`config.mk`:
```
export PLATFORM = sky130hd
export DESIGN_NAME = fetch_stage_flat
export DESIGN_NICKNAME = d
export VERILOG_FILES = /design/src/rtl/fetch_stage_if.sv /design/src/rtl/fetch_stage.sv /design/src/flat_wrapper.sv
export SDC_FILE = /design/constraint.sdc
export NUM_CORES = 1
export LEC_CHECK = 0
export ABC_AREA = 1
export CORE_ASPECT_RATIO = 1.75
export CORE_MARGIN = 4
export CORE_UTILIZATION = 25
export DETAILED_ROUTE_END_ITERATION = 10
export HOLD_SLACK_MARGIN = 0.08
export MAX_ROUTING_LAYER = met4
export PLACE_DENSITY = 0.56
export SLEW_MARGIN = 20
export SYNTH_ARGS = -nofsm -noshare
export SYNTH_HDL_FRONTEND = slang
export SYNTH_SLANG_ARGS = --single-unit
```
`constraint.sdc`:
```
create_clock -name clk -period 3 [get_ports clk]
set_clock_uncertainty 0.15 [all_clocks]
set_input_delay 0.45 -clock clk [delete_from_list [all_inputs] [get_ports clk]]
set_output_delay 0.45 -clock clk [all_outputs]
set_load 0.02 [all_outputs]
```
`src/rtl/fetch_stage_if.sv`:
```
// ---------------------------------------------------------------------------
// fetch_stage_if
// Instruction-memory request/response bus between the fetch stage and the
// instruction memory (or cache).
//
//   inst_req      fetch -> mem   request valid
//   inst_addr     fetch -> mem   request address (word aligned when inst_req)
//   inst_addr_ok  mem -> fetch   request accepted when inst_req && inst_addr_ok
//   inst_data_ok  mem -> fetch   one in-order response per accepted request
//   inst_rdata    mem -> fetch   instruction word, valid with inst_data_ok
//
// master: fetch-stage side, slave: memory side.
// ---------------------------------------------------------------------------
interface fetch_stage_if;
  logic        inst_req;
  logic [31:0] inst_addr;
  logic        inst_addr_ok;
  logic        inst_data_ok;
  logic [31:0] inst_rdata;

  modport master (
    output inst_req,
    output inst_addr,
    input  inst_addr_ok,
    input  inst_data_ok,
    input  inst_rdata
  );

  modport slave (
    input  inst_req,
    input  inst_addr,
    output inst_addr_ok,
    output inst_data_ok,
    output inst_rdata
  );
endinterface

```
`src/rtl/fetch_stage.sv`:
```
// ---------------------------------------------------------------------------
// fetch_stage
// Instruction fetch stage: generates fetch addresses, runs the one-deep
// instruction-memory request FSM (IDLE / WAIT / CANCEL) and holds the fetched
// instruction in a one-entry output slot offered to decode.
//
// Ports
//   clk, resetn          clock, asynchronous active-low reset
//   ds_allowin           decode accepts the offered slot this cycle
//   br_taken, br_target  branch redirect from decode (single-cycle pulse)
//   ds_is_branch         decode currently holds a branch/jump
//   flush, flush_pc      exception/ERET redirect (single-cycle pulse)
//   imem                 instruction-memory bus (fetch_stage_if.master)
//   fs_valid, fs_pc, fs_inst                     offered slot
//   fs_ex, fs_exccode, fs_bd, fs_badvaddr        slot exception fields
// ---------------------------------------------------------------------------
module fetch_stage #(
  parameter logic [31:0] RESET_PC = 32'hBFC0_0000
) (
  input  logic                 clk,
  input  logic                 resetn,
  input  logic                 ds_allowin,
  input  logic                 br_taken,
  input  logic [31:0]          br_target,
  input  logic                 ds_is_branch,
  input  logic                 flush,
  input  logic [31:0]          flush_pc,
  fetch_stage_if.master        imem,
  output logic                 fs_valid,
  output logic [31:0]          fs_pc,
  output logic [31:0]          fs_inst,
  output logic                 fs_ex,
  output logic [4:0]           fs_exccode,
  output logic                 fs_bd,
  output logic [31:0]          fs_badvaddr
);

  localparam logic [1:0] IDLE   = 2'd0;
  localparam logic [1:0] WAIT   = 2'd1;
  localparam logic [1:0] CANCEL = 2'd2;

  localparam logic [4:0] EXC_ADEL = 5'h04;

  logic [1:0]  state_reg, state_next;
  logic [31:0] pc_reg, pc_next;              // next address to request
  logic [31:0] req_pc_reg, req_pc_next;      // address of the outstanding request
  logic [31:0] ds_pc_reg, ds_pc_next;        // PC of the instruction now in decode
  logic        pend_valid_reg, pend_valid_next;
  logic [31:0] pend_pc_reg, pend_pc_next;
  logic        halt_reg, halt_next;
  logic        slot_valid_reg, slot_valid_next;
  logic [31:0] slot_pc_reg, slot_pc_next;
  logic [31:0] slot_inst_reg, slot_inst_next;
  logic        slot_ex_reg, slot_ex_next;
  logic        slot_bd_reg, slot_bd_next;
  logic [31:0] slot_badvaddr_reg, slot_badvaddr_next;

  logic        slot_free;
  logic        pc_misaligned;
  logic        req;
  logic        fire;
  logic [31:0] ds_addr;
  logic        ds_in_slot, ds_in_flight, ds_requesting;
  logic        br_now, br_defer;
  logic        redirect;
  logic [31:0] redirect_pc;
  logic        drop_wait, drop_fire, clear_slot;
  logic        load_data, load_ex;

  always_comb begin
    slot_free     = !slot_valid_reg || ds_allowin;
    pc_misaligned = pc_reg[1:0] != 2'b00;
    // Gated by resetn so the request is low for the whole time reset is held.
    req  = resetn && (state_reg == IDLE) && slot_free && !pc_misaligned && !halt_reg;
    fire = req && imem.inst_addr_ok;

    // The delay slot is the word after the branch that decode holds. A taken
    // branch only redirects once that word has been requested; before then
    // the target is parked in the pending register.
    ds_addr       = ds_pc_reg + 32'd4;
    ds_in_slot    = slot_valid_reg && (slot_pc_reg == ds_addr);
    ds_in_flight  = (state_reg == WAIT) && (req_pc_reg == ds_addr);
    ds_requesting = fire && (pc_reg == ds_addr);
    br_now   = br_taken && !flush && (ds_in_slot || ds_in_flight || ds_requesting);
    br_defer = br_taken && !flush && !br_now;

    redirect    = flush || br_now;
    redirect_pc = flush ? flush_pc : br_target;
    // What a redirect throws away: anything fetched past the delay slot.
    drop_wait  = flush || (br_now && !ds_in_flight);
    drop_fire  = flush || (br_now && !ds_requesting);
    clear_slot = flush || (br_now && !ds_in_slot);

    load_data = (state_reg == WAIT) && imem.inst_data_ok && !drop_wait;
    load_ex   = (state_reg == IDLE) && slot_free && pc_misaligned && !halt_reg && !redirect;

    state_next         = state_reg;
    pc_next            = pc_reg;
    req_pc_next        = req_pc_reg;
    ds_pc_next         = ds_pc_reg;
    pend_valid_next    = pend_valid_reg;
    pend_pc_next       = pend_pc_reg;
    halt_next          = halt_reg;
    slot_valid_next    = slot_valid_reg;
    slot_pc_next       = slot_pc_reg;
    slot_inst_next     = slot_inst_reg;
    slot_ex_next       = slot_ex_reg;
    slot_bd_next       = slot_bd_reg;
    slot_badvaddr_next = slot_badvaddr_reg;

    case (state_reg)
      IDLE: begin
        if (fire) begin
          state_next  = drop_fire ? CANCEL : WAIT;
          req_pc_next = pc_reg;
        end
      end
      WAIT: begin
        if (imem.inst_data_ok) state_next = IDLE;
        else if (drop_wait)    state_next = CANCEL;
      end
      CANCEL: begin
        if (imem.inst_data_ok) state_next = IDLE;
      end
      default: state_next = IDLE;
    endcase

    if (redirect)  pc_next = redirect_pc;
    else if (fire) pc_next = pend_valid_reg ? pend_pc_reg : pc_reg + 32'd4;

    if (redirect) begin
      pend_valid_next = 1'b0;
    end else if (br_defer) begin
      pend_valid_next = 1'b1;
      pend_pc_next    = br_target;
    end else if (fire) begin
      pend_valid_next = 1'b0;
    end

    if (flush)        halt_next = 1'b0;
    else if (load_ex) halt_next = 1'b1;

    if (slot_valid_reg && ds_allowin) ds_pc_next = slot_pc_reg;

    // A request is only issued into a free slot, so the slot is always empty
    // while a response is awaited and load_data never collides with contents.
    if (load_data) begin
      slot_valid_next    = 1'b1;
      slot_pc_next       = req_pc_reg;
      slot_inst_next     = imem.inst_rdata;
      slot_ex_next       = 1'b0;
      slot_bd_next       = ds_is_branch;
      slot_badvaddr_next = 32'h0;
    end else if (clear_slot) begin
      slot_valid_next = 1'b0;
      slot_ex_next    = 1'b0;
      slot_bd_next    = 1'b0;
    end else if (load_ex) begin
      slot_valid_next    = 1'b1;
      slot_pc_next       = pc_reg;
      slot_inst_next     = 32'h0;
      slot_ex_next       = 1'b1;
      slot_bd_next       = ds_is_branch;
      slot_badvaddr_next = pc_reg;
    end else if (ds_allowin) begin
      slot_valid_next = 1'b0;
    end
  end

  always_ff @(posedge clk or negedge resetn) begin
    if (!resetn) begin
      state_reg         <= IDLE;
      pc_reg            <= RESET_PC;
      req_pc_reg        <= 32'h0;
      ds_pc_reg         <= 32'h0;
      pend_valid_reg    <= 1'b0;
      pend_pc_reg       <= 32'h0;
      halt_reg          <= 1'b0;
      slot_valid_reg    <= 1'b0;
      slot_pc_reg       <= 32'h0;
      slot_inst_reg     <= 32'h0;
      slot_ex_reg       <= 1'b0;
      slot_bd_reg       <= 1'b0;
      slot_badvaddr_reg <= 32'h0;
    end else begin
      state_reg         <= state_next;
      pc_reg            <= pc_next;
      req_pc_reg        <= req_pc_next;
      ds_pc_reg         <= ds_pc_next;
      pend_valid_reg    <= pend_valid_next;
      pend_pc_reg       <= pend_pc_next;
      halt_reg          <= halt_next;
      slot_valid_reg    <= slot_valid_next;
      slot_pc_reg       <= slot_pc_next;
      slot_inst_reg     <= slot_inst_next;
      slot_ex_reg       <= slot_ex_next;
      slot_bd_reg       <= slot_bd_next;
      slot_badvaddr_reg <= slot_badvaddr_next;
    end
  end

  assign imem.inst_req  = req;
  assign imem.inst_addr = pc_reg;

  assign fs_valid    = slot_valid_reg;
  assign fs_pc       = slot_pc_reg;
  assign fs_inst     = slot_inst_reg;
  assign fs_ex       = slot_ex_reg;
  assign fs_exccode  = slot_ex_reg ? EXC_ADEL : 5'h00;
  assign fs_bd       = slot_bd_reg;
  assign fs_badvaddr = slot_badvaddr_reg;

endmodule

```
`src/flat_wrapper.sv`:
```
// flat-port wrapper written by rule: the top's interface ports become plain ports
module fetch_stage_flat 
#(
  parameter logic [31:0] RESET_PC = 32'hBFC0_0000
)
  (clk, resetn, ds_allowin, br_taken, br_target, ds_is_branch, flush, flush_pc, fs_valid, fs_pc, fs_inst, fs_ex, fs_exccode, fs_bd, fs_badvaddr, imem_inst_req, imem_inst_addr, imem_inst_addr_ok, imem_inst_data_ok, imem_inst_rdata);
  fetch_stage_if imem_i ();
  input  logic clk;
  input  logic resetn;
  input  logic ds_allowin;
  input  logic br_taken;
  input  logic [31:0] br_target;
  input  logic ds_is_branch;
  input  logic flush;
  input  logic [31:0] flush_pc;
  output logic fs_valid;
  output logic [31:0] fs_pc;
  output logic [31:0] fs_inst;
  output logic fs_ex;
  output logic [4:0] fs_exccode;
  output logic fs_bd;
  output logic [31:0] fs_badvaddr;
  output wire logic [$bits(imem_i.inst_req)-1:0] imem_inst_req;
  output wire logic [$bits(imem_i.inst_addr)-1:0] imem_inst_addr;
  input wire logic [$bits(imem_i.inst_addr_ok)-1:0] imem_inst_addr_ok;
  input wire logic [$bits(imem_i.inst_data_ok)-1:0] imem_inst_data_ok;
  input wire logic [$bits(imem_i.inst_rdata)-1:0] imem_inst_rdata;
  assign imem_inst_req = imem_i.inst_req;
  assign imem_inst_addr = imem_i.inst_addr;
  assign imem_i.inst_addr_ok = imem_inst_addr_ok;
  assign imem_i.inst_data_ok = imem_inst_data_ok;
  assign imem_i.inst_rdata = imem_inst_rdata;
  fetch_stage #(.RESET_PC(RESET_PC)) u_core (.clk(clk), .resetn(resetn), .ds_allowin(ds_allowin), .br_taken(br_taken), .br_target(br_target), .ds_is_branch(ds_is_branch), .flush(flush), .flush_pc(flush_pc), .imem(imem_i), .fs_valid(fs_valid), .fs_pc(fs_pc), .fs_inst(fs_inst), .fs_ex(fs_ex), .fs_exccode(fs_exccode), .fs_bd(fs_bd), .fs_badvaddr(fs_badvaddr));
endmodule
```
* Word level (Yosys, flattened, before mapping)
Index checks and enable logic that the tools add are counted.
Operators by class: $add $sub $neg 2, equal/unequal tests 9, mux-type cells 32, bitwise gates (word level) 1, reduce and logical (&&, ||, !) cells 50
Operator list (count):
- 32-bit two-way mux | 11
- 32-bit == test | 3
- 32-bit by 3-bit adder with 32-bit output (second input constant) | 2
- 1-bit logical AND | 21
- 1-bit two-way mux | 14
- 1-bit logical NOT | 10
- 2-bit two-way mux | 5
- 2-bit nonzero test | 4
- 1-bit logical OR | 7
- 2-bit one-hot mux with 3 select lines | 1
- 2-bit AND reduction | 3
- 3-bit nonzero test | 2
- 2-bit != test (second input constant) | 2
- 4-bit nonzero test | 1
- 3-bit two-way mux | 1
- 3-bit by 2-bit != test with 1-bit output (second input constant) | 1
- 3-bit AND reduction | 1
- 2-bit by 1-bit == test with 1-bit output (second input constant) | 1
- 2-bit == test (second input constant) | 1
- 2-bit logical NOT | 1
- 2-bit by 1-bit != test with 1-bit output (second input constant) | 1
- 1-bit inverter | 1
Word-level totals: flip-flop bits (word level) 231, output and inout port bits 137

* Logic depth before layout (Yosys ltp)
Gate-level depths: netlist of run 1.
depth after elaboration 15, mapped depth 25

* Worst setup path before layout of run 1
Ideal clock, no wire load.
path type reg2reg, start reg u_core.ds_pc_reg[2], end reg u_core.slot_pc_reg[10] (netlist: u_core.fs_pc[10]), library setup time 0.117 ns, data arrival time 2.624 ns, required time 2.733 ns, setup slack 0.108 ns, stages on the path, launching flop included 23, path buffers 2, period minus slack after synthesis 2.892 ns, cells stage by stage dfrtp_1 > ha_1 > nand2_1 > nor2_2 > nand2_1 > nor2_4 > nand3_1 > nand3_1 > nand2_1 > nor2_1 > nand2_1 > nor2_1 > nand3_1 > nand3_2 > nand2_2 > nand2_2 > nand2_2 > buf_6 > buf_6 > nand3_1 > nand2_1 > inv_2 > nand2_1
Between the ends: cells in the longest elaborated chain, start to end 12, elaborated cells between the ends (all ways) 25
Ends and longest elaborated chain:
- from (decl) | RTL line fetch_stage.sv:47 | logic [31:0] ds_pc_reg, ds_pc_next;
- from (signal assigned) | RTL line fetch_stage.sv:189 | ds_pc_reg <= ds_pc_next;
- 32-bit by 3-bit adder with 32-bit output (*) | RTL line fetch_stage.sv:80 | ds_addr = ds_pc_reg + 32'd4;
- 32-bit == test, on equally long branches | RTL line fetch_stage.sv:81, fetch_stage.sv:82
- 1-bit logical AND, on equally long branches | RTL line fetch_stage.sv:81, fetch_stage.sv:82
- 1-bit logical OR (2 in a row) | RTL line fetch_stage.sv:84 | br_now = br_taken && !flush && (ds_in_slot || ds_in_flight || ds_requesting);
- 1-bit logical AND | RTL line fetch_stage.sv:84
- 1-bit logical AND | RTL line fetch_stage.sv:90 | drop_wait = flush || (br_now && !ds_in_flight);
- 1-bit logical OR | RTL line fetch_stage.sv:90
- 1-bit logical NOT | RTL line fetch_stage.sv:94 | load_data = (state_reg == WAIT) && imem.inst_data_ok && !drop_wait;
- 1-bit logical AND | RTL line fetch_stage.sv:94
- 2-bit != test (no source line) / 2-bit nonzero test (equally long branches)
- 2-bit AND reduction (no source line)
- to (signal assigned) | RTL line fetch_stage.sv:194 | slot_pc_reg <= slot_pc_next;
- to (decl) | RTL line fetch_stage.sv:52 | logic [31:0] slot_pc_reg, slot_pc_next;
Every way passes the cells marked *; elsewhere a longest branch is shown, timed or not. A chain may end at the register's enable or synchronous reset.

* Worst setup path in the final report of run 1
start reg u_core.ds_pc_reg[3], end reg u_core.pc_reg[14] (netlist: u_core.imem.inst_addr[14])
Between the ends: cells in the longest elaborated chain, start to end 8, elaborated cells between the ends (all ways) 13
Ends and longest elaborated chain:
- 32-bit by 3-bit adder with 32-bit output (*) | RTL line fetch_stage.sv:80
- 32-bit == test, on equally long branches | RTL line fetch_stage.sv:81, fetch_stage.sv:82
- 1-bit logical AND, on equally long branches | RTL line fetch_stage.sv:81, fetch_stage.sv:82
- 1-bit logical OR | RTL line fetch_stage.sv:84
- 1-bit logical OR (*) | RTL line fetch_stage.sv:84
- 1-bit logical AND (*) | RTL line fetch_stage.sv:84
- 1-bit logical OR (*) | RTL line fetch_stage.sv:87 | redirect = flush || br_now;
- 32-bit two-way mux / 2-bit nonzero test (equally long branches)
- to (signal assigned) | RTL line fetch_stage.sv:187 | pc_reg <= pc_next;
- to (decl) | RTL line fetch_stage.sv:45 | logic [31:0] pc_reg, pc_next;
Marked as above.

==> results_tabular.tex, run 1 <==
\begin{tabular}{lr}
\hline
Metric & Value \\
\hline
\multicolumn{2}{l}{\textbf{Outcome}} \\
Run status & finished, violations left \\
Violations in the final reports & setup timing \\
\multicolumn{2}{l}{\textbf{Detailed routing}} \\
DRC violation total after the first TritonRoute iteration & $\sim$950 \\
Routed length per placed instance & 20.82 µm \\
Routed wire length & 66.13 mm \\
Vias & 15.56k \\
Post-DR vias/cell & 4.896 \\
Number of detailed-route iterations in the first pass & 6 \\
Antenna viol nets, final & 0 \\
Remaining routing DRC violations & 0 \\
\multicolumn{2}{l}{\textbf{Placement}} \\
Cell total after placement & 3052 \\
GPL Wtd Cong & roughly 0.93 \\
HPWL Detailed & about 46 mm \\
Setup slack after placement & -0.8294 ns \\
Port bufs & around 240 \\
\multicolumn{2}{l}{\textbf{Final layout}} \\
Diode count & 0 \\
Final instance count without filler cells & approximately 3.2k \\
Commonest non-fill, non-tap cell in the layout & sky130\_fd\_sc\_hd\_\_nand2\_1 \\
Most frequent cells in the layout & sky130\_fd\_sc\_hd\_\_nand2\_1, sky130\_fd\_sc\_hd\_\_nand3\_1, sky130\_fd\_sc\_hd\_\_clkdlybuf4s50\_1 \\
Signed area change from the synthesized netlist to the final layout & 64.76\% \\
Fillers & 5453 \\
Fraction of final layout cells sized beyond drive strength 1 & $\sim$30\% \\
Final layout net count & between 2k and 3k \\
\multicolumn{2}{l}{\textbf{Global routing}} \\
Largest net degree at the start of global routing & just over 90 \\
Total overflow reported by the global router & 0 \\
Global-route usage over all layers & approximately a fifth \\
Number of antenna violations at the first check in global routing & 0 \\
First-pass GRT wire length & 93.07 mm \\
Number of global-route vias before repair & $\sim$16k \\
\multicolumn{2}{l}{\textbf{Run}} \\
Maxcap violations & 0 \\
\multicolumn{2}{l}{\textbf{Clock tree}} \\
TritonCTS buffer count & 26 \\
Worst-Skew Late Latency & about 0.57 ns \\
Count of clock tree sinks & approximately 230 \\
Worst-path clk slew & $\sim$0.060 ns \\
Clock Root Buffer & sky130\_fd\_sc\_hd\_\_clkbuf\_16 \\
CTS tree & built \\
Worst-case clock buffer depth & 3 \\
CTS H-tree depth & 1 \\
\multicolumn{2}{l}{\textbf{Power and ir drop}} \\
VDD IR max & 392.2 µV \\
Leakage dissipation & roughly 11 nW \\
Ratio of total power to cell area & around 800 nW/µm² \\
Power after layout & roughly 18 mW \\
\multicolumn{2}{l}{\textbf{Timing}} \\
Period minus WS final & roughly 3.3 ns \\
Measured slew at the worst slew-check pin & approximately 0.85 ns \\
TNS Setup & -42.06 ns \\
Peak Freq & $\sim$0.30 GHz \\
Final worst-path cycle share & 111.6\% \\
Setup violation total in the final timing report & 167 \\
Worst slew margin relative to its limit & 43.28\% \\
Post-route setup slack & -0.3474 ns \\
Endpoints failing hold & 0 \\
Final Max Slew Viols & 0 \\
RSZ-0062 raised after global routing & true \\
\multicolumn{2}{l}{\textbf{Worst setup path}} \\
Worst-path maximum fanout & 7 \\
Kind of capture point of the worst setup path & flip-flop \\
R2r setup slk & -0.35 ns \\
Worst EP required & $\sim$3.3 ns \\
Classification of the worst setup path & flip-flop to flip-flop \\
Worst EP arrival & approximately 3.7 ns \\
CP startpoint kind & flip-flop \\
\multicolumn{2}{l}{\textbf{Logic synthesis}} \\
Synthesized cell area & 13750 µm² \\
Synth Instances & about 2k \\
Number of synthesized flops with an enable pin & 0 \\
Proportion of register bits with asynchronous set or reset after synthesis & 100.0\% \\
Synthesis warning total & 0 \\
Cell taking the most area after synthesis & sky130\_fd\_sc\_hd\_\_dfrtp\_1 \\
Sequential element share of the synthesized area & between 40 and 50\% \\
Distinct cell type count of the synthesized netlist & 43 \\
Primary flip-flop cell chosen by synthesis mapping & sky130\_fd\_sc\_hd\_\_dfrtp\_1 \\
Syn\_area\_per\_cell & 6.901 µm² \\
Number of synthesized register bits & $\sim$230 \\
Fraction of synthesized cell area taken by the top area cell type & between 40\% and 50\% \\
Largest cells by area after synthesis & sky130\_fd\_sc\_hd\_\_dfrtp\_1, sky130\_fd\_sc\_hd\_\_nand2\_1, sky130\_fd\_sc\_hd\_\_nand3\_1 \\
\multicolumn{2}{l}{\textbf{Floorplanning}} \\
Y dimension of the die & 318.3 µm \\
Placement Rows & approximately 110 \\
Initial Utilization & between 20 and 30\% \\
Area inside the core boundary & approximately 54000 µm² \\
X dimension of the die & approximately 190 µm \\
Total die area & about 59000 µm² \\
Top-level I/O count & around 240 \\
\multicolumn{2}{l}{\textbf{Min path}} \\
Worst min-delay path class & input port to flip-flop \\
\hline
\end{tabular}
## cell families after synthesis
| family | share of synthesized area [%] |
|---|---|
| AOI/OAI and AO/OA | 7.014 |
| and+or+nand+nor | 39.56 |
| other | 0.02727 |
| muxes | 0.08187 |
| buffers and inverters | 9.052 |
| DFF | 42.11 |
| adders and majority gates | 0.1819 |
| xor gates and xnor gates | 1.974 |
## per-stage QoR
| step | area, µm² | utilization, % | hold slack (ns) |
|---|---|---|---|
| 2_1_floorplan | 13760 | - | 0.004409 |
| 3_5_place_dp | 18530 | 34.05 | 0.3236 |
| 3_3_place_gp | 18530 | 34.05 | 0.3171 |
| 4_1_cts | 21210 | 38.96 | 0.2535 |
| 5_1_grt | 22660 | 41.63 | 0.2989 |
| 6_report | 22660 | 41.63 | 0.3015 |
## final timing paths
path | from | endpoint | cells past startpoint
max in group asynchronous | resetn | u_core.ds_pc_reg[24] | 4
min | imem_inst_rdata[5] | u_core.fs_inst[5] | 3
min reg2reg | u_core.pend_pc_reg[12] | u_core.pend_pc_reg[12] | 2
max | u_core.ds_pc_reg[3] | u_core.imem.inst_addr[14] | 24
min in group asynchronous | resetn | u_core.imem.inst_addr[7] | 3
max reg2reg | u_core.ds_pc_reg[3] | u_core.imem.inst_addr[14] | 24
## critical path, stage by stage, from the launching register on
cell                       delay (ns)
sky130_fd_sc_hd__dfrtp_1         0.41
sky130_fd_sc_hd__buf_6           0.13
sky130_fd_sc_hd__nand2_4         0.05
sky130_fd_sc_hd__nor2_4          0.20
sky130_fd_sc_hd__buf_8           0.18
sky130_fd_sc_hd__nand3_4         0.14
sky130_fd_sc_hd__inv_4           0.11
sky130_fd_sc_hd__nand2_1         0.07
sky130_fd_sc_hd__nand2_2         0.11
sky130_fd_sc_hd__nand2_4         0.07
sky130_fd_sc_hd__nand2_1         0.07
sky130_fd_sc_hd__nand2_2         0.07
sky130_fd_sc_hd__nand3b_1        0.10
sky130_fd_sc_hd__nor2_1          0.05
sky130_fd_sc_hd__buf_4           0.14
sky130_fd_sc_hd__nand3_2         0.09
sky130_fd_sc_hd__nand3_4         0.11
sky130_fd_sc_hd__nand2_4         0.09
sky130_fd_sc_hd__nand2_4         0.08
sky130_fd_sc_hd__buf_6           0.14
sky130_fd_sc_hd__nor2_4          0.23
sky130_fd_sc_hd__buf_6           0.17
sky130_fd_sc_hd__buf_16          0.15
sky130_fd_sc_hd__nand2_2         0.06
sky130_fd_sc_hd__nand3_2         0.10
## power by group
group / internal [mW] / switching (mW) / leakage, nW
logic: 3.99 / 5.03 / 7.40
registers: 4.18 / 1.25 / 2.92
clock network: 2.20 / 1.45 / 0.470
total: 10.4 / 7.73 / 10.8
## Yosys cell counts, types with 2 or more instances
cell	instances
sky130_fd_sc_hd__nand2_1	656
sky130_fd_sc_hd__nand3_1	396
sky130_fd_sc_hd__dfrtp_1	222
sky130_fd_sc_hd__inv_1	182
sky130_fd_sc_hd__nor2_1	124
sky130_fd_sc_hd__o21ai_0	109
sky130_fd_sc_hd__clkbuf_1	49
sky130_fd_sc_hd__buf_2	41
sky130_fd_sc_hd__a22oi_1	30
sky130_fd_sc_hd__xor2_1	28
sky130_fd_sc_hd__a21oi_1	16
sky130_fd_sc_hd__nand3b_1	16
sky130_fd_sc_hd__inv_2	15
sky130_fd_sc_hd__nand4_1	15
sky130_fd_sc_hd__nor3_1	11
sky130_fd_sc_hd__nor2_2	10
sky130_fd_sc_hd__dfstp_2	9
sky130_fd_sc_hd__buf_4	7
sky130_fd_sc_hd__nand2_2	6
sky130_fd_sc_hd__buf_1	5
sky130_fd_sc_hd__nor4_1	5
sky130_fd_sc_hd__a31oi_1	4
sky130_fd_sc_hd__nor2_4	4
sky130_fd_sc_hd__buf_6	3
sky130_fd_sc_hd__clkinv_1	3
sky130_fd_sc_hd__nand3_2	3
sky130_fd_sc_hd__o21ai_1	3
sky130_fd_sc_hd__xnor2_1	3
sky130_fd_sc_hd__ha_1	2
sky130_fd_sc_hd__nand2_4	2
sky130_fd_sc_hd__o211ai_1	2
## repair_timing
item	CTS	global route
resized for setup	228	299
hold endpoints to repair	37	0
pin swaps	43	107
gates cloned	19	17
hold buffers	1	0
setup endpoints to repair	169	176
setup buffers	31	19
## cell type report
| cell class | instances | area, µm² | share of cell area (%) |
|---|---|---|---|
| clock buffers | 34 | 752.0 | 3.319 |
| flip-flops and latches | 231 | 5806 | 25.62 |
| multi-input cells | 1460 | 8414 | 37.13 |
| repair buffers | 549 | 5867 | 25.89 |
| well taps | 690 | 863.3 | 3.810 |
| clock inverters | 13 | 203.9 | 0.9001 |
| inverters | 200 | 753.2 | 3.324 |
## layer usage
layer / vias up / routed length (µm) / global-route usage (%) / share of wire, %
met3: 165 / 3140 / 2.343 / 4.7
met2: 570 / 35120 / 37.96 / 53
met1: 7422 / 23960 / 23.03 / 36
met4: 0 / 3912 / 9.452 / 5.9
met5: - / 0 / - / 0
li1: 7398 / - / - / -
Note: power is estimated with default switching activity, not from simulation.
==> run 2: changes to the inputs <==
--- a/config.mk
+++ b/config.mk
@@ -12,7 +12,7 @@
 export DETAILED_ROUTE_END_ITERATION = 10
 export HOLD_SLACK_MARGIN = 0.08
 export MAX_ROUTING_LAYER = met4
-export PLACE_DENSITY = 0.56
+export PLACE_DENSITY = 0.55
 export SLEW_MARGIN = 20
 export SYNTH_ARGS = -nofsm -noshare
 export SYNTH_HDL_FRONTEND = slang
==> constraint.sdc (replaced) <==
create_clock -name clk -period 3.9 [get_ports clk]
set_clock_uncertainty 0.15 [all_clocks]
set_input_delay 0.585 -clock clk [delete_from_list [all_inputs] [get_ports clk]]
set_output_delay 0.585 -clock clk [all_outputs]
set_load 0.02 [all_outputs]
==> results_tabular.tex, run 2 (same netlist as run 1, synthesis figures left out) <==
\begin{tabular}{lr}
\hline
Metric & Value \\
\hline
\multicolumn{2}{l}{\textbf{Worst setup path}} \\
CP startpoint kind & flip-flop \\
Worst EP arrival & 4.05 ns (+0.37 ns) \\
Kind of capture point of the worst setup path & flip-flop \\
Classification of the worst setup path & flip-flop to flip-flop \\
Worst-path maximum fanout & 48 (+41) \\
Worst EP required & 4.26 ns (+0.92 ns) \\
\multicolumn{2}{l}{\textbf{Floorplanning}} \\
Area inside the core boundary & 54430 µm² (unchanged) \\
Top-level I/O count & 241 (unchanged) \\
Initial Utilization & 25.27\% (unchanged) \\
X dimension of the die & 185.3 µm (unchanged) \\
Placement Rows & 113 (unchanged) \\
Y dimension of the die & 318.3 µm (unchanged) \\
Total die area & 58980 µm² (unchanged) \\
\multicolumn{2}{l}{\textbf{Timing}} \\
Worst slew margin relative to its limit & 27.92\% (-15 points) \\
Final Max Slew Viols & 0 (unchanged) \\
TNS Setup & 0 ns (+42.06 ns) \\
Endpoints failing hold & 0 (unchanged) \\
Setup violation total in the final timing report & 0 (-100\%) \\
Period minus WS final & 3.687 ns (+0.3401 ns) \\
Final worst-path cycle share & 94.55\% (-17 points) \\
RSZ-0062 raised after global routing & false \\
Peak Freq & 0.2712 GHz (-9.2\%) \\
Measured slew at the worst slew-check pin & 1.081 ns (+0.2313 ns) \\
\multicolumn{2}{l}{\textbf{Clock tree}} \\
Worst-Skew Late Latency & 0.57 ns (about the same) \\
CTS H-tree depth & 1 (unchanged) \\
Count of clock tree sinks & 231 (unchanged) \\
CTS tree & built \\
TritonCTS buffer count & 26 (unchanged) \\
Worst-path clk slew & 0.07 ns (about the same) \\
Worst-case clock buffer depth & 3 (unchanged) \\
Clock Root Buffer & sky130\_fd\_sc\_hd\_\_clkbuf\_16 \\
\multicolumn{2}{l}{\textbf{Detailed routing}} \\
Post-DR vias/cell & 4.848 (-0.98\%) \\
DRC violation total after the first TritonRoute iteration & 912 (-4.3\%) \\
Routed length per placed instance & 19.73 µm (-5.2\%) \\
Routed wire length & 58.15 mm (-12\%) \\
Vias & 14.29k (-8.1\%) \\
Antenna viol nets, final & 0 (unchanged) \\
Number of detailed-route iterations in the first pass & 5 (-1) \\
Remaining routing DRC violations & 0 (unchanged) \\
\multicolumn{2}{l}{\textbf{Run}} \\
Maxcap violations & 0 (unchanged) \\
\multicolumn{2}{l}{\textbf{Global routing}} \\
Number of global-route vias before repair & 14.48k (-6.7\%) \\
Largest net degree at the start of global routing & 136 (+49\%) \\
Number of antenna violations at the first check in global routing & 1 (+1) \\
Global-route usage over all layers & 19.89\% (-1.2 points) \\
Total overflow reported by the global router & 0 (unchanged) \\
First-pass GRT wire length & 88.19 mm (-5.2\%) \\
\multicolumn{2}{l}{\textbf{Placement}} \\
HPWL Detailed & 44.87 mm (-3.1\%) \\
Cell total after placement & 2895 (-5.1\%) \\
Port bufs & 236 (unchanged) \\
GPL Wtd Cong & 0.9747 (+5.2\%) \\
\multicolumn{2}{l}{\textbf{Final layout}} \\
Final layout net count & 2342 (-9.0\%) \\
Signed area change from the synthesized netlist to the final layout & 32.88\% \\
Final instance count without filler cells & 2947 (-7.2\%) \\
Fraction of final layout cells sized beyond drive strength 1 & 8.245\% (-22 points) \\
Commonest non-fill, non-tap cell in the layout & sky130\_fd\_sc\_hd\_\_nand2\_1 \\
Most frequent cells in the layout & sky130\_fd\_sc\_hd\_\_nand2\_1, sky130\_fd\_sc\_hd\_\_nand3\_1, sky130\_fd\_sc\_hd\_\_clkdlybuf4s50\_1 \\
\multicolumn{2}{l}{\textbf{Power and ir drop}} \\
Switching power as a share of total power & 43.61\% (+0.90 points) \\
VDD IR max & 346.7 µV (-12\%) \\
Part of the total power dissipated in the clock network & 21.9\% (+1.7 points) \\
Net switching component of the power & 5.253 mW (-32\%) \\
Leakage dissipation & 8.743 nW (-19\%) \\
Internal cell power & 6.793 mW (-34\%) \\
Sequential share of power & 34.5\% (+4.5 points) \\
Part of the total power dissipated in combinational logic & 43.6\% (-6.2 points) \\
Ratio of total power to cell area & 659.1 nW/µm² (-17\%) \\
\multicolumn{2}{l}{\textbf{Min path}} \\
Worst min-delay path class & flip-flop to flip-flop \\
\multicolumn{2}{l}{\textbf{Outcome}} \\
Run status & completed \\
\hline
\end{tabular}
-- run 2: cell count changes in the layout (fill, tap and decap cells not counted), moves of 31 or more --
| cell | previous run | this run |
|---|---|---|
| sky130_fd_sc_hd__buf_4 | 214 | 63 |
| sky130_fd_sc_hd__nand2_1 | 558 | 655 |
| sky130_fd_sc_hd__nand2_2 | 63 | 7 |
| sky130_fd_sc_hd__nand2_4 | 41 | 2 |
| sky130_fd_sc_hd__nand3_1 | 247 | 395 |
| sky130_fd_sc_hd__nand3_2 | 140 | 3 |
| sky130_fd_sc_hd__nor2_1 | 88 | 119 |
-- run 2: metrics by stage --
stage | util [%] | hold slack [ns] | worst slack, ns | total power, mW | area (µm²)
6_report | 33.57 | 0.3342 | 0.2125 | 12.05 | 18280
5_1_grt | 33.57 | 0.3559 | 0.02855 | 12.90 | 18280
4_1_cts | 33.52 | 0.3395 | 0.04314 | 12.19 | 18250
3_5_place_dp | 31.86 | 0.3234 | 0.06317 | 9.475 | 17340
3_3_place_gp | 31.86 | 0.3152 | 0.06663 | 9.417 | 17340
2_1_floorplan | - | 0.1394 | 1.008 | 6.852 | 13760
-- run 2: worst max-delay path: stages (launching register included) --
cell and delay, ns:
sky130_fd_sc_hd__dfrtp_1 0.45, sky130_fd_sc_hd__nand2_1 0.16, sky130_fd_sc_hd__nor2_1 0.30, sky130_fd_sc_hd__nand2_1 0.09
sky130_fd_sc_hd__nor2_1 0.38, sky130_fd_sc_hd__nand2_1 0.15, sky130_fd_sc_hd__nand2_1 0.14, sky130_fd_sc_hd__nand2_1 0.06
sky130_fd_sc_hd__nand3_1 0.17, sky130_fd_sc_hd__nor2_1 0.06, sky130_fd_sc_hd__nand2_1 0.06, sky130_fd_sc_hd__nor2_1 0.04
sky130_fd_sc_hd__buf_4 0.15, sky130_fd_sc_hd__nand3_1 0.12, sky130_fd_sc_hd__nand3_2 0.12, sky130_fd_sc_hd__a21oi_4 0.21
sky130_fd_sc_hd__buf_12 0.29, sky130_fd_sc_hd__nand3_1 0.23, sky130_fd_sc_hd__buf_4 0.19, sky130_fd_sc_hd__nand2_1 0.06
-- run 2: final timing paths --
kind	start	to	slack [ns]	depth (start not counted)
setup / recovery	u_core.ds_pc_reg[13]	u_core.fs_badvaddr[17]	0.21	19
hold / removal	u_core.pend_pc_reg[17]	u_core.pend_pc_reg[17]	0.33	2
min in group asynchronous	resetn	u_core.imem.inst_addr[16]	0.62	3
hold reg to reg	u_core.pend_pc_reg[17]	u_core.pend_pc_reg[17]	0.33	2
setup reg to reg	u_core.ds_pc_reg[13]	u_core.fs_badvaddr[17]	0.21	19
max in group asynchronous	resetn	u_core.pend_pc_reg[4]	1.55	4
-- run 2: final cells by class --
cell class,count,area (µm²)
Fill cell,5758,36160
Multi-Input combinational cell,1460,6783
Sequential cell,231,5792
Timing Repair Buffer,317,3191
Tap cell,690,863.3
Inverter,200,750.7
Clock buffer,37,742.0
Clock inverter,11,151.4
Antenna cell,1,2.502
-- run 2: power groups by stage --
| stage | Combinational (mW) | Clock [mW] | Sequential [mW] |
|---|---|---|---|
| after floorplan | 2.47 | 0 | 4.38 |
| after global placement | 5.24 | 0 | 4.18 |
| after detailed placement | 5.28 | 0 | 4.20 |
| after CTS | 5.30 | 2.73 | 4.16 |
| after global routing | 5.82 | 2.81 | 4.27 |
| final | 5.25 | 2.64 | 4.16 |
-- run 2: what timing repair did --
item | CTS | global route
endpoints found under the setup margin | 0 | 167
buffers inserted | 0 | 2
resized for setup | 0 | 4
hold buffers | 1 | 0
endpoints found under the hold margin | 38 | 0
-- run 2: metal layers --
metal	up-vias	part of all wire, %	GRT usage, %
met5	-	0	-
met4	0	4.9	8.521
met3	132	4.6	2.137
met2	487	51	35.24
met1	6745	39	22.44
li1	6924	-	-
==> run 3: changes to the inputs <==
==> constraint.sdc (replaced) <==
create_clock -name clk -period 4.27 [get_ports clk]
set_clock_uncertainty 0.15 [all_clocks]
set_input_delay 0.6405 -clock clk [delete_from_list [all_inputs] [get_ports clk]]
set_output_delay 0.6405 -clock clk [all_outputs]
set_load 0.02 [all_outputs]
==> results_tabular.tex, run 3 (same netlist as run 1, synthesis figures left out) <==
\begin{tabular}{lr}
\hline
Metric & Value \\
\hline
\multicolumn{2}{l}{\textbf{Clock tree}} \\
Worst-case clock buffer depth & 3 (unchanged) \\
CTS H-tree depth & 1 (unchanged) \\
Worst-path clk slew & 0.06 ns (about the same) \\
TritonCTS buffer count & 25 (-3.8\%) \\
Count of clock tree sinks & 231 (unchanged) \\
CTS tree & built \\
Clock Root Buffer & sky130\_fd\_sc\_hd\_\_clkbuf\_16 \\
Worst-Skew Late Latency & 0.57 ns (about the same) \\
\multicolumn{2}{l}{\textbf{Worst setup path}} \\
Most prevalent standard cell on the critical path & sky130\_fd\_sc\_hd\_\_nand2\_1 \\
Kind of capture point of the worst setup path & flip-flop \\
Worst EP required & 4.56 ns (+0.30 ns) \\
Critical Path Max Stage Delay & 0.45 ns (about the same) \\
Classification of the worst setup path & flip-flop to flip-flop \\
Cell family with most CP delay & simple AND/OR/NAND/NOR gates \\
CP bufs+invs & 2 (-1) \\
CP startpoint kind & flip-flop \\
Worst EP arrival & 4.30 ns (+0.25 ns) \\
Cell type of the slowest stage on the worst timing path & sky130\_fd\_sc\_hd\_\_dfrtp\_1 \\
Cells along the critical path & ha\_1 > nand2\_1 > nor2\_4 > nand2\_1 > nor2\_4 > nand3\_1 > nand3\_1 > nand2\_1 > nor2\_1 > nand2\_1 > nor2\_1 > nand3\_1 > nand3\_2 > nand2\_2 > nand2\_2 > nand2\_2 > buf\_4 > nand3\_1 > nand2\_1 > inv\_1 > nand2\_1 \\
Worst-path maximum fanout & 15 (-69\%) \\
\multicolumn{2}{l}{\textbf{Power and ir drop}} \\
Leakage dissipation & 8.462 nW (-3.2\%) \\
Switching power as a share of total power & 43.74\% (+0.13 points) \\
Part of the total power dissipated in combinational logic & 42.5\% (-1.1 points) \\
Sequential share of power & 35.9\% (+1.4 points) \\
Part of the total power dissipated in the clock network & 21.6\% (-0.3 points) \\
VDD IR max & 300.7 µV (-13\%) \\
Ratio of total power to cell area & 604.8 nW/µm² (-8.2\%) \\
Internal cell power & 6.059 mW (-11\%) \\
Net switching component of the power & 4.710 mW (-10\%) \\
Power after layout & 10.77 mW (-11\%) \\
\multicolumn{2}{l}{\textbf{Detailed routing}} \\
Antenna viol nets, final & 0 (unchanged) \\
Vias & 14.02k (-1.9\%) \\
DRC violation total after the first TritonRoute iteration & 920 (+0.88\%) \\
Post-DR vias/cell & 4.834 (-0.31\%) \\
Routed length per placed instance & 19.47 µm (-1.3\%) \\
Number of detailed-route iterations in the first pass & 5 (unchanged) \\
Remaining routing DRC violations & 0 (unchanged) \\
Routed wire length & 56.49 mm (-2.9\%) \\
\multicolumn{2}{l}{\textbf{Floorplanning}} \\
Area inside the core boundary & 54430 µm² (unchanged) \\
X dimension of the die & 185.3 µm (unchanged) \\
Top-level I/O count & 241 (unchanged) \\
Y dimension of the die & 318.3 µm (unchanged) \\
Total die area & 58980 µm² (unchanged) \\
Initial Utilization & 25.27\% (unchanged) \\
Placement Rows & 113 (unchanged) \\
\multicolumn{2}{l}{\textbf{Timing}} \\
Final Max Slew Viols & 0 (unchanged) \\
Endpoints failing hold & 0 (unchanged) \\
Final worst-path cycle share & 93.80\% (-0.75 points) \\
Worst slew margin relative to its limit & 34.94\% (+7.0 points) \\
Setup violation total in the final timing report & 0 (unchanged) \\
Measured slew at the worst slew-check pin & 0.9759 ns (-0.1053 ns) \\
Period minus WS final & 4.005 ns (+0.3178 ns) \\
Post-route setup slack & 0.2647 ns (+0.05219 ns) \\
RSZ-0062 raised after global routing & false \\
Peak Freq & 0.2497 GHz (-7.9\%) \\
\multicolumn{2}{l}{\textbf{Global routing}} \\
Met2 routing resource usage after global routing & 34.09\% (-1.1 points) \\
Number of antenna violations at the first check in global routing & 0 (-1) \\
Total overflow reported by the global router & 0 (unchanged) \\
Global-route usage over all layers & 19.28\% (-0.62 points) \\
Number of global-route vias before repair & 13.97k (-3.5\%) \\
Most Crowded Layer GR & met2 \\
Largest net degree at the start of global routing & 139 (+2.2\%) \\
First-pass GRT wire length & 85.45 mm (-3.1\%) \\
Met1 track demand over resource & 21.91\% (-0.52 points) \\
GR Layer Usage met3 & 2.046\% (-0.091 points) \\
\multicolumn{2}{l}{\textbf{Placement}} \\
HPWL Detailed & 43.62 mm (-2.8\%) \\
Setup slack after placement & -0.01739 ns (-0.08056 ns) \\
GPL Wtd Cong & 1.013 (+3.9\%) \\
Port bufs & 236 (unchanged) \\
\multicolumn{2}{l}{\textbf{Final layout}} \\
Fraction of final layout cells sized beyond drive strength 1 & 6.332\% (-1.9 points) \\
Most frequent cells in the layout & sky130\_fd\_sc\_hd\_\_nand2\_1, sky130\_fd\_sc\_hd\_\_nand3\_1, sky130\_fd\_sc\_hd\_\_clkdlybuf4s50\_1 \\
Final layout net count & 2298 (-1.9\%) \\
Signed area change from the synthesized netlist to the final layout & 29.47\% \\
Commonest non-fill, non-tap cell in the layout & sky130\_fd\_sc\_hd\_\_nand2\_1 \\
Diode count & 0 (-1) \\
Fillers & 5785 (+0.47\%) \\
\multicolumn{2}{l}{\textbf{Min path}} \\
Worst min-delay path class & flip-flop to flip-flop \\
\multicolumn{2}{l}{\textbf{Run}} \\
Maxcap violations & 0 (unchanged) \\
\multicolumn{2}{l}{\textbf{Outcome}} \\
Run status & completed \\
\hline
\end{tabular}
## run 3: cell types whose count changed in the layout (fill, tap and decap cells not counted), moves of 2 or more
cell	previous run	this run
sky130_fd_sc_hd__nor2_2	13	11
sky130_fd_sc_hd__clkbuf_1	6	4
sky130_fd_sc_hd__buf_12	17	8
sky130_fd_sc_hd__buf_4	63	28
sky130_fd_sc_hd__nor2_1	119	121
## run 3: stage by stage
step / std cells / instance area [µm²] / TNS, ns / utilization (%) / hold WS (ns)
2_1_floorplan: 1996 / 13760 / 0 / - / 0.1949
4_1_cts: 2900 / 17780 / 0 / 32.67 / 0.3385
3_3_place_gp: 2853 / 16910 / 0 / 31.07 / 0.3173
3_5_place_dp: 2853 / 16910 / -0.08286 / 31.07 / 0.3234
5_1_grt: 2901 / 17810 / 0 / 32.71 / 0.3479
6_report: 2901 / 17810 / 0 / 32.71 / 0.3370
## run 3: worst reg2reg max path, stage by stage, from the launching register on
cell and delay (ns):
sky130_fd_sc_hd__dfrtp_1 0.45, sky130_fd_sc_hd__ha_1 0.25, sky130_fd_sc_hd__nand2_1 0.19, sky130_fd_sc_hd__nor2_4 0.18
sky130_fd_sc_hd__nand2_1 0.17, sky130_fd_sc_hd__nor2_4 0.26, sky130_fd_sc_hd__nand3_1 0.22, sky130_fd_sc_hd__nand3_1 0.21
sky130_fd_sc_hd__nand2_1 0.07, sky130_fd_sc_hd__nor2_1 0.26, sky130_fd_sc_hd__nand2_1 0.08, sky130_fd_sc_hd__nor2_1 0.10
sky130_fd_sc_hd__nand3_1 0.14, sky130_fd_sc_hd__nand3_2 0.15, sky130_fd_sc_hd__nand2_2 0.11, sky130_fd_sc_hd__nand2_2 0.15
sky130_fd_sc_hd__nand2_2 0.13, sky130_fd_sc_hd__buf_4 0.23, sky130_fd_sc_hd__nand3_1 0.18, sky130_fd_sc_hd__nand2_1 0.11
sky130_fd_sc_hd__inv_1 0.06, sky130_fd_sc_hd__nand2_1 0.04
## run 3: layout make-up
type                            instances  area [µm²]  share of cell area [%]
Tap cell                              690       863.3                   4.849
Clock inverter                         12       147.6                  0.8292
Sequential cell                       231        5792                   32.53
Clock buffer                           34       709.4                   3.984
Multi-Input combinational cell       1460        6784                   38.10
Timing Repair Buffer                  274        2759                   15.49
Inverter                              200       750.7                   4.216
## run 3: power groups by stage
stage | logic, mW | clock network, mW | registers, mW
after floorplan | 2.26 | 0 | 4.00
after CTS | 4.63 | 2.40 | 3.87
after detailed placement | 4.61 | 0 | 3.91
final | 4.58 | 2.32 | 3.86
after global placement | 4.60 | 0 | 3.89
after global routing | 5.09 | 2.47 | 3.98
## run 3: worst paths after layout
path	slack, ns	cells past startpoint	to	start
min reg2reg	0.34	2	u_core.pend_pc_reg[10]	u_core.pend_pc_reg[10]
max	0.26	21	u_core.fs_pc[22]	u_core.ds_pc_reg[2]
min	0.34	2	u_core.pend_pc_reg[10]	u_core.pend_pc_reg[10]
min in group asynchronous	0.36	2	u_core.fs_badvaddr[10]	resetn
max in group asynchronous	2.34	3	u_core.fs_badvaddr[21]	resetn
max reg2reg	0.26	21	u_core.fs_pc[22]	u_core.ds_pc_reg[2]
## run 3: timing repair
action	in CTS	in global routing
setup buffers	0	1
resized for setup	0	3
endpoints found under the hold margin	21	0
setup endpoints to repair	0	91
hold buffers	1	0
## run 3: routing by layer
layer / part of all wire, % / wire length [µm]
met1: 39 / 21950
met2: 52 / 29240
met3: 4.9 / 2789
met4: 4.4 / 2503
met5: 0 / 0
